`src/rtl/mod_updown_counter.sv`:
```
// Modulo-MODULUS up/down counter with enable, synchronous clear, clamped parallel load,
// optional saturation, combinational terminal count and registered wrap/sat flags.
module mod_updown_counter #(
    parameter int unsigned WIDTH    = 4,
    parameter int unsigned MODULUS  = 16,
    parameter bit          SATURATE = 1'b0
) (
    input  logic             clk,
    input  logic             rst,
    input  logic             en,
    input  logic             up_dn,
    input  logic             clr,
    input  logic             load,
    input  logic [WIDTH-1:0] load_val,
    output logic [WIDTH-1:0] q,
    output logic             tc,
    output logic             wrap,
    output logic             sat
);

    localparam logic [WIDTH-1:0] MaxVal = WIDTH'(MODULUS - 1);
    localparam logic [WIDTH-1:0] One    = WIDTH'(1);

    logic [WIDTH-1:0] q_next;
    logic             wrap_next;
    logic             sat_next;
    logic             at_end;

    always_comb begin
        at_end    = up_dn ? (q == MaxVal) : (q == '0);
        tc        = en & ~clr & ~load & at_end;
        wrap_next = tc & ~SATURATE;
        q_next    = q;
        sat_next  = sat;

        if (clr) begin
            q_next   = '0;
            sat_next = 1'b0;
        end else if (load) begin
            // Out-of-range loads clamp so a non-power-of-2 range never holds an illegal value.
            q_next   = (load_val > MaxVal) ? MaxVal : load_val;
            sat_next = 1'b0;
        end else if (en) begin
            if (at_end) begin
                if (SATURATE) begin
                    q_next = q;
                end else begin
                    q_next = up_dn ? '0 : MaxVal;
                end
                sat_next = SATURATE;
            end else begin
                q_next   = up_dn ? (q + One) : (q - One);
                sat_next = 1'b0;
            end
        end
    end

    always_ff @(posedge clk or posedge rst) begin
        if (rst) begin
            q    <= '0;
            wrap <= 1'b0;
            sat  <= 1'b0;
        end else begin
            q    <= q_next;
            wrap <= wrap_next;
            sat  <= sat_next;
        end
    end

endmodule

```
`config.mk`:
```
export PLATFORM = sky130hd
export DESIGN_NAME = mod_updown_counter
export DESIGN_NICKNAME = d
export VERILOG_FILES = /design/src/rtl/mod_updown_counter.sv
export SDC_FILE = /design/constraint.sdc
export NUM_CORES = 1
export LEC_CHECK = 0
export BUFFER_PORTS_ARGS = -buffer_cell sky130_fd_sc_hd__buf_2
export CORE_AREA = 2 2 39 41
export DETAILED_ROUTE_END_ITERATION = 10
export DIE_AREA = 0 0 41 43
export MAX_ROUTING_LAYER = met4
export PLACE_DENSITY = 0.66
export SYNTH_ARGS = -nofsm -noshare
export SYNTH_HDL_FRONTEND = slang
export SYNTH_SLANG_ARGS = --single-unit
```
`constraint.sdc`:
```
create_clock -name clk -period 2.3 [get_ports clk]
set_clock_uncertainty 0.1 [all_clocks]
set_input_delay 0.345 -clock clk [delete_from_list [all_inputs] [get_ports clk]]
set_output_delay 0.345 -clock clk [all_outputs]
set_load 0.01 [all_outputs]
```
Word-level counts from Yosys, hierarchy flattened. Index checks and enable logic that the tools add are counted.

Multiplexer cells: 11. Div/mod/pow operators: 0. $lt $le $gt $ge: 1. Bitwise logic cells: 5. Equal/unequal tests: 1. Add/subtract/negate cells: 2. $mul: 0. Reduce and logical (&&, ||, !) cells: 2. Shifts and indexed selects: 0.

Operator list (number): $mux 4 (7); $add 4x1->4 const B (1); $eq 4x4->1 const B (1); $gt 4x4->1 const B (1); $logic_not 4->1 (1); $mux 1 (4); $sub 4x1->4 const B (1); $and 1x1->1 (3); $reduce_bool 3->1 (1); $not 1->1 (2).

Bits in latches: 0. RAM bits: 0. Memories: 0. Logic and storage cells: 25. Memory bits (read-only): 0. Output and inout bits: 7. Input bits: 10. Register bits: 6.

Depth between registers and ports, before layout. Gate-level depths: netlist of run 1.

Word-level depth: 6. Mapped depth: 7.

Worst setup path before layout of run 1. Ideal clock, no wire load.

Path kind: register -> output. Start point: register q[0]. End point: output port tc. Buffers on the path: 1. Arrival: 1.522 ns. Data required time: 1.855 ns. Path slack: 0.333 ns. Cell stages (with the launch flop): 6. Cells stage by stage: dfrtp_1 buf_6 or4_4 nor2_1 a21oi_1 nor3_1.

Word-level cells in the longest chain between the ends: 3. Elaborated cells on any way between the ends: 4.

RTL lines: from (decl) (line 15) `output logic [WIDTH-1:0] q,`; from (signal assigned) (line 64) `q <= q_next;`; $eq 4x4->1 or $logic_not 4->1 (tied branches) (line 30) `at_end = up_dn ? (q == MaxVal) : (q == '0);`; $mux 1 * (line 30); $and 1x1->1 * (line 31) `tc = en & ~clr & ~load & at_end;`; to (decl) (line 16) `output logic tc,`.

Every way passes the cells marked *; elsewhere a longest branch is shown, timed or not.

Final worst setup path of run 1. Same ends and word-level chain as after synthesis.

==> out/metrics.json, run 1 <==
{
  "status": {
    "status": "completed"
  },
  "logic_synthesis": {
    "yosys_register_bits": 5,
    "post_synth_num_cell_types": 26,
    "synth_nets": 67,
    "synth_edf_count": 0,
    "synthCells": 54,
    "async_flop_share": 1.00,
    "part_of_the_yosys_area_used_for_sequential_elements": 0.284,
    "synthesis.area_per_instance_um2": 8.16,
    "synth_ff_type": "dfrtp_1",
    "yosys_warnings": 0,
    "synth_area_um2": 440
  },
  "sta": {
    "drv_slew": 0,
    "timing.final.setup_violations": 0,
    "final_hold_viol_count": 0,
    "grt_setup_unrepaired": "no",
    "min_period_ns": 2.15,
    "max_freq_mhz": 465,
    "tns_ns": 0,
    "final.setup.worst_slack_ns": 0.149,
    "finalCritPeriodShare": 0.935
  },
  "clock_tree": {
    "cts.sinks": 5,
    "post_cts_buffers": 0,
    "cts-buffers-inserted": 3,
    "cts_tree": "done",
    "ctsHtreeMaxLevel": 1,
    "cts.reportedPaths.clkPinSlew_ns": 0.04,
    "insertion_delay_ns": 0.24,
    "clk_path_buf_depth": 2,
    "clk_root_buffer_cell": "clkbuf_4"
  },
  "floorplanning": {
    "design.die.area_um2": 1760,
    "num_io_pins": 17,
    "die-height_um": 43,
    "initial_utilization": 0.318,
    "die_width_um": 41,
    "core-area_um2": 1380,
    "number_of_cell_rows": 14
  },
  "detailed_routing": {
    "routed_wl_um": 1030,
    "route.detailed.drc": 0,
    "wl_met1_um": 511,
    "antenna_violation_net_count_after_detailed_routing": 0,
    "route.vias.total": 449,
    "topRoutingLayerUsed": "met3",
    "met2_wirelength_um": 471,
    "vias_per_cell": 5.10,
    "detailedRoute.firstIterationViolations": 9,
    "first_pass_iters": 4,
    "routedWlPerCell_um": 11.7,
    "met3_wirelength_um": 49
  },
  "final_layout": {
    "syn_to_final_growth_pct": 27.3,
    "drive_gt1_frac": 0.347,
    "design.final.nets": 86,
    "final_instance_area_um2": 561,
    "fillerInstances": 142,
    "layout.core_utilization": 0.405,
    "diodes": 0
  },
  "pwr": {
    "total_leakage_power_nw": 0.272,
    "finalPower_w": 0.000295,
    "power.share.sequential": 0.363,
    "p_int_w": 0.000201,
    "power.net_switching_w": 0.0000945,
    "powerDensity_nw_per_um2": 526,
    "share_comb_of_total_power": 0.302,
    "irDropWorstVdd_mv": 0.244,
    "clock_power_share": 0.335,
    "switching_share": 0.320
  },
  "worst_setup_path": {
    "critical_path.max_fanout": 9,
    "startpoint_type": "register",
    "worst_ep_required_time_ns": 1.86,
    "worst_ep_arrival_time_ns": 1.71,
    "timing.critical_path.slowest_cell_delay_ns": 0.57,
    "cpMaxStageDelayCell": "or4_4",
    "critPathKind": "reg -> out",
    "worstSetupEndpointType": "output pin",
    "crit_path_cell_trace": "or4_4 -> nor2_1 -> a21oi_1 -> nor3_2 -> buf_2"
  },
  "run": {
    "max_cap_viol_count": 0
  },
  "placement": {
    "io_buffer_count": 15,
    "pre_cts_slack_ns": 0.249,
    "dpl-instance-area_um2": 517,
    "hpwlAfterDp_um": 785,
    "place.gp.congestion": 0.796
  },
  "global_route": {
    "grt_pass1_wl_um": 1860,
    "globalRouteOverflowTotal": 0,
    "grt_use_total": 0.152,
    "first_global_vias": 438,
    "grt_max_degree": 10,
    "antenna_violations_before_repair": 0
  },
  "min_path": {
    "hold_path_class": "in -> reg"
  }
}
[routing by layer]
metal | global-route usage | vias to the layer above
met5 | - | -
met1 | 0.234 | 205
li1 | - | 231
met4 | 0.0600 | 0
met2 | 0.200 | 13
met3 | 0.0157 | 0
[layout make-up]
cell class | instances | area [um^2] | share of cell area
clock buffers | 4 | 26.3 | 0.0469
inverters | 6 | 22.5 | 0.0402
multi-input cells | 41 | 279 | 0.498
flip-flops and latches | 5 | 128 | 0.228
well taps | 16 | 20.0 | 0.0357
repair buffers | 16 | 85.1 | 0.152
[critical path: cells and delay by family (launching register included)]
family	cells	cell delay [ns]
compound gates	1	0.05
buf+inv	1	0.15
flops	1	0.46
simple gates	3	0.79
[worst paths after layout]
check | from | end | slack (ns) | cells past startpoint
max in group asynchronous | rst | q[1] | 1.47 | 3
min | clr | q[0] | 0.24 | 2
max reg2reg | q[2] | q[3] | 0.39 | 5
min in group asynchronous | rst | q[3] | 0.44 | 3
max | q[0] | tc | 0.15 | 5
min reg2reg | q[0] | q[0] | 0.59 | 3
[logic make-up after synthesis]
group,count (synthesis),share of synthesized area
other,1,0.00851
flip-flops,5,0.284
XOR/XNOR,2,0.0398
buffers and inverters,8,0.0938
adder cells (fa/ha/maj),3,0.102
AND/OR/NAND/NOR,18,0.219
AO/OA/AOI/OAI,17,0.253
[registers in the layout, indices dropped and copies added (netlist names)]
| name | cells |
|---|---|
| wrap | 1 |
| q | 4 |
[cell usage after synthesis, types with 2 or more instances]
master / instances / area (um^2)
a21oi_1: 6 / 30.0
inv_1: 6 / 22.5
nand2_1: 6 / 22.5
dfrtp_1: 5 / 125
o21ai_0: 4 / 20.0
nor3_1: 3 / 15.0
ha_1: 2 / 25.0
nand3_1: 2 / 10.0
nor2_1: 2 / 7.51
xor2_1: 2 / 17.5
[repair_timing]
action                                 4_1_cts  5_1_grt
hold buffers                                 1        0
endpoints found under the hold margin        5        0
gates resized for setup                      0        3
setup endpoints to repair                    0        1
[metrics by stage]
stage | hold slack (ns) | std cells
6_report | 0.238 | 88
4_1_cts | 0.217 | 88
5_1_grt | 0.247 | 88
3_5_place_dp | 0.153 | 83
3_3_place_gp | 0.154 | 83
2_1_floorplan | 0.0235 | 54
[placed cells by master, fill, tap and decap left out, drive strengths merged]
| cell type | count |
|---|---|
| o221ai | 1 |
| buf | 15 |
| o311a | 1 |
| o41ai | 1 |
| or4 | 1 |
| a21oi | 7 |
| ha | 2 |
| or3 | 1 |
| clkbuf | 4 |
| a2111oi | 1 |
| and4 | 1 |
| nand3b | 1 |
| dfrtp | 5 |
| o21ai | 4 |
| conb | 1 |
| dlygate4sd3 | 1 |
| nand3 | 2 |
| a21o | 1 |
| nor3 | 3 |
| inv | 6 |
| nor2 | 2 |
| a211oi | 1 |
| fa | 1 |
| nand2 | 6 |
| nand4 | 1 |
| xor2 | 2 |
[power groups by stage]
stage	clock (W)	combinational [W]	sequential, W
after floorplan	0	0.0000607	0.000106
after global placement	0	0.0000851	0.000107
after detailed placement	0	0.0000856	0.000108
after CTS	0.000105	0.0000877	0.000106
after global routing	0.000111	0.000102	0.000109
final	0.0000989	0.0000890	0.000107
(Power assumes the default switching activity.)
==> run 2: changes to the inputs <==
--- a/config.mk
+++ b/config.mk
@@ -5,12 +5,13 @@
 export SDC_FILE = /design/constraint.sdc
 export NUM_CORES = 1
 export LEC_CHECK = 0
+export ABC_AREA = 1
 export BUFFER_PORTS_ARGS = -buffer_cell sky130_fd_sc_hd__buf_2
 export CORE_AREA = 2 2 39 41
 export DETAILED_ROUTE_END_ITERATION = 10
 export DIE_AREA = 0 0 41 43
 export MAX_ROUTING_LAYER = met4
-export PLACE_DENSITY = 0.66
+export PLACE_DENSITY = 0.65
 export SYNTH_ARGS = -nofsm -noshare
 export SYNTH_HDL_FRONTEND = slang
 export SYNTH_SLANG_ARGS = --single-unit
==> out/metrics.json, run 2 <==
{
  "detailed_routing": {
    "route.detailed.drc": {"value": 0, "change": "unchanged"},
    "routedWlPerCell": {"value": 9.19, "unit": "um", "change": "-22%"},
    "first_pass_iters": {"value": 4, "change": "unchanged"},
    "detailedRoute.firstIterationViolations": {"value": 5, "change": "-4"},
    "routed_wl": {"value": 864, "unit": "um", "change": "-16%"},
    "route.vias.total": {"value": 419, "change": "-6.7%"},
    "vias_per_cell": {"value": 4.46, "change": "-13%"},
    "antenna_violation_net_count_after_detailed_routing": {"value": 0, "change": "unchanged"}
  },
  "floorplanning": {
    "die_width": {"value": 41, "unit": "um", "change": "unchanged"},
    "initial_utilization": {"value": 0.313, "change": "-0.00542"},
    "core-area": {"value": 1380, "unit": "um^2", "change": "unchanged"},
    "num_io_pins": {"value": 17, "change": "unchanged"},
    "number_of_cell_rows": {"value": 14, "change": "unchanged"},
    "design.die.area": {"value": 1760, "unit": "um^2", "change": "unchanged"},
    "die-height": {"value": 43, "unit": "um", "change": "unchanged"}
  },
  "pwr": {
    "powerDensity": {"value": 546, "unit": "nW/um^2", "change": "+3.8%"},
    "total_leakage_power": {"value": 0.315, "unit": "nW", "change": "+16%"},
    "irDropWorstVdd": {"value": 0.457, "unit": "mV", "change": "+87%"}
  },
  "final_layout": {
    "mostFrequentLayoutCell": "nand2_1",
    "drive_gt1_frac": {"value": 0.346, "change": "-0.00107"},
    "diodes": {"value": 0, "change": "unchanged"},
    "final_instance_area": {"value": 557, "unit": "um^2", "change": "-0.67%"},
    "layout_top_registers": "q (4), wrap (1)",
    "design.final.nets": {"value": 92, "change": "+7.0%"},
    "largest_reg_flops": {"value": 4, "change": "unchanged"},
    "largest_register": "q",
    "syn_to_final_growth_pct": 28.6,
    "final_cell_mix": "nand2_1, buf_2, inv_1, nand3_1, dfrtp_1"
  },
  "run": {
    "max_cap_viol_count": {"value": 0, "change": "unchanged"}
  },
  "placement": {
    "dpl-instance-area": {"value": 520, "unit": "um^2", "change": "+0.73%"},
    "io_buffer_count": {"value": 15, "change": "unchanged"},
    "place.gp.congestion": {"value": 0.771, "change": "-3.2%"},
    "hpwlAfterDp": {"value": 748, "unit": "um", "change": "-4.8%"}
  },
  "worst_setup_path": {
    "critPathTopFamily": "flip-flops",
    "critPathKind": "reg -> out",
    "worst-path-buf-inv": {"value": 1, "change": "unchanged"},
    "crit_path_cell_trace": "nor2_2 -> nand4_2 -> a21oi_1 -> buf_2",
    "worst_ep_arrival_time": {"value": 1.31, "unit": "ns", "change": "-0.40 ns"},
    "worstSetupEndpointType": "output pin",
    "startpoint_type": "register",
    "critical_path.max_fanout": {"value": 5, "change": "-4"},
    "critical_path_depth_in_cells": {"value": 4, "change": "-1"},
    "worst_ep_required_time": {"value": 1.86, "unit": "ns", "change": "about the same"},
    "cpMaxStageDelayCell": "dfrtp_1",
    "worst_case_reg_to_reg_path_depth": {"value": 6, "change": "+1"},
    "timing.critical_path.slowest_cell_delay": {"value": 0.44, "unit": "ns", "change": "-0.13 ns"}
  },
  "logic_synthesis": {
    "post-synth-top-area-cell": "dfrtp_1",
    "synth_ff_type": "dfrtp_1",
    "synth_area": {"value": 433, "unit": "um^2", "change": "-1.7%"},
    "part_of_the_yosys_area_used_for_sequential_elements": {"value": 0.289, "change": "+0.00493"},
    "yosys_register_bits": {"value": 5, "change": "unchanged"},
    "post_synth_num_cell_types": {"value": 22, "change": "-15%"},
    "synthCells": {"value": 59, "change": "+9.3%"},
    "synth_edf_count": {"value": 0, "change": "unchanged"},
    "synth_cell_count_leaders": "nand2_1, inv_1, dfrtp_1, nand3_1",
    "async_flop_share": {"value": 1.00, "change": "unchanged"},
    "synth.area.top_cells": "dfrtp_1, nand2_1, inv_1",
    "yosys.cell_count.top_type": "nand2_1",
    "synthesis.area_per_instance": {"value": 7.34, "unit": "um^2", "change": "-10%"},
    "synth_top_area_share": {"value": 0.289, "change": "+0.00493"},
    "synth_nets": {"value": 72, "change": "+7.5%"},
    "yosys_warnings": {"value": 0, "change": "unchanged"}
  },
  "clock_tree": {
    "post_cts_buffers": {"value": 0, "change": "unchanged"},
    "clk_root_buffer_cell": "clkbuf_4",
    "cts.reportedPaths.clkPinSlew": {"value": 0.04, "unit": "ns", "change": "about the same"},
    "clk_path_buf_depth": {"value": 2, "change": "unchanged"},
    "cts_tree": "done",
    "cts-buffers-inserted": {"value": 3, "change": "unchanged"},
    "cts.sinks": {"value": 5, "change": "unchanged"},
    "post_cts_resized": {"value": 0, "change": "unchanged"},
    "ctsHtreeMaxLevel": {"value": 1, "change": "unchanged"},
    "holdBufCountCts": {"value": 1, "change": "unchanged"},
    "insertion_delay": {"value": 0.24, "unit": "ns", "change": "about the same"}
  },
  "sta": {
    "final_hold_viol_count": {"value": 0, "change": "unchanged"},
    "grt_setup_unrepaired": "no",
    "tns": {"value": 0, "unit": "ns", "change": "unchanged"},
    "max_freq": {"value": 569, "unit": "MHz", "change": "+22%"},
    "timing.final.setup_violations": {"value": 0, "change": "unchanged"},
    "min_period": {"value": 1.76, "unit": "ns", "change": "-0.393 ns"},
    "drv_slew": {"value": 0, "change": "unchanged"},
    "finalCritPeriodShare": {"value": 0.764, "change": "-0.171"}
  },
  "min_path": {
    "whs_path_depth": {"value": 4, "change": "+2"},
    "hold_path_class": "in -> reg"
  },
  "status": {
    "status": "completed"
  },
  "global_route": {
    "grt_max_degree": {"value": 8, "change": "-2"},
    "globalRouteOverflowTotal": {"value": 0, "change": "unchanged"},
    "grt_use_total": {"value": 0.119, "change": "-0.0331"},
    "antenna_violations_before_repair": {"value": 0, "change": "unchanged"},
    "first_global_vias": {"value": 346, "change": "-21%"},
    "grt_pass1_wl": {"value": 1400, "unit": "um", "change": "-25%"}
  }
}
-- run 2: cell types whose count changed in the layout (fill, tap and decap cells not counted), moves of 3 or more --
cell | previous run | this run
a21oi_1 | 6 | 3
inv_2 | 0 | 3
nand2_1 | 6 | 16
nand3_1 | 2 | 5
o21ai_0 | 4 | 0
-- run 2: layer usage --
| metal | track usage | vias to the layer above | share of wire | routed length, um |
|---|---|---|---|---|
| li1 | - | 229 | - | - |
| met1 | 0.169 | 177 | 0.49 | 425 |
| met2 | 0.153 | 13 | 0.45 | 389 |
| met3 | 0.0628 | 0 | 0.057 | 49 |
| met4 | 0.0200 | 0 | 0 | 0 |
| met5 | - | - | 0 | 0 |
-- run 2: final timing paths --
path                       startpoint   end  slack (ns)
setup / recovery                 q[3]    tc        0.54
hold / removal                    clr  q[3]        0.29
setup reg to reg                 q[0]  q[2]        0.72
hold reg to reg                  q[3]  q[3]        0.53
min in group asynchronous         rst  q[1]        0.44
max in group asynchronous         rst  q[0]        1.49
-- run 2: worst reg2reg max path, delay by kind of cell (launching register included) --
kind	cells	cell delay, ns
adder cells (fa/ha/maj)	1	0.41
AND/OR/NAND/NOR	1	0.07
XOR/XNOR	1	0.16
buffers and inverters	1	0.09
AO/OA/AOI/OAI	2	0.20
flip-flops	1	0.43
-- run 2: where the power goes --
group | switching (W) | leakage, nW | internal (W)
combinational | 0.0000540 | 0.235 | 0.0000416
sequential | 0.0000109 | 0.0658 | 0.0000957
clock | 0.0000362 | 0.0150 | 0.0000656
-- run 2: per-stage QoR --
step / util / cells / power [W] / worst slack, ns / hold WS (ns)
after floorplan: - / 59 / 0.000172 / 0.774 / 0.0235
final: 0.402 / 94 / 0.000304 / 0.543 / 0.289
after global routing: 0.402 / 94 / 0.000329 / 0.445 / 0.297
after detailed placement: 0.376 / 89 / 0.000203 / 0.600 / 0.148
after CTS: 0.402 / 94 / 0.000307 / 0.530 / 0.289
after global placement: 0.376 / 89 / 0.000203 / 0.625 / 0.141
-- run 2: cell type report --
class                           count  area, um^2
Tap cell                           16        20.0
Inverter                           11        42.5
Sequential cell                     5         125
Timing Repair Buffer               16        85.1
Fill cell                         140         827
Clock buffer                        4        26.3
Multi-Input combinational cell     42         258
-- run 2: cells by family (layout without fill, tap and decap cells) --
kind of cell    Yosys count  count (layout)  synth area share
simple gates             29              29             0.347
buf+inv                  12              31             0.116
compound gates            7               7            0.0954
flops                     5               5             0.289
fa+ha+maj                 3               3             0.104
xor+xnor                  2               2            0.0405
other cells               1               1           0.00866
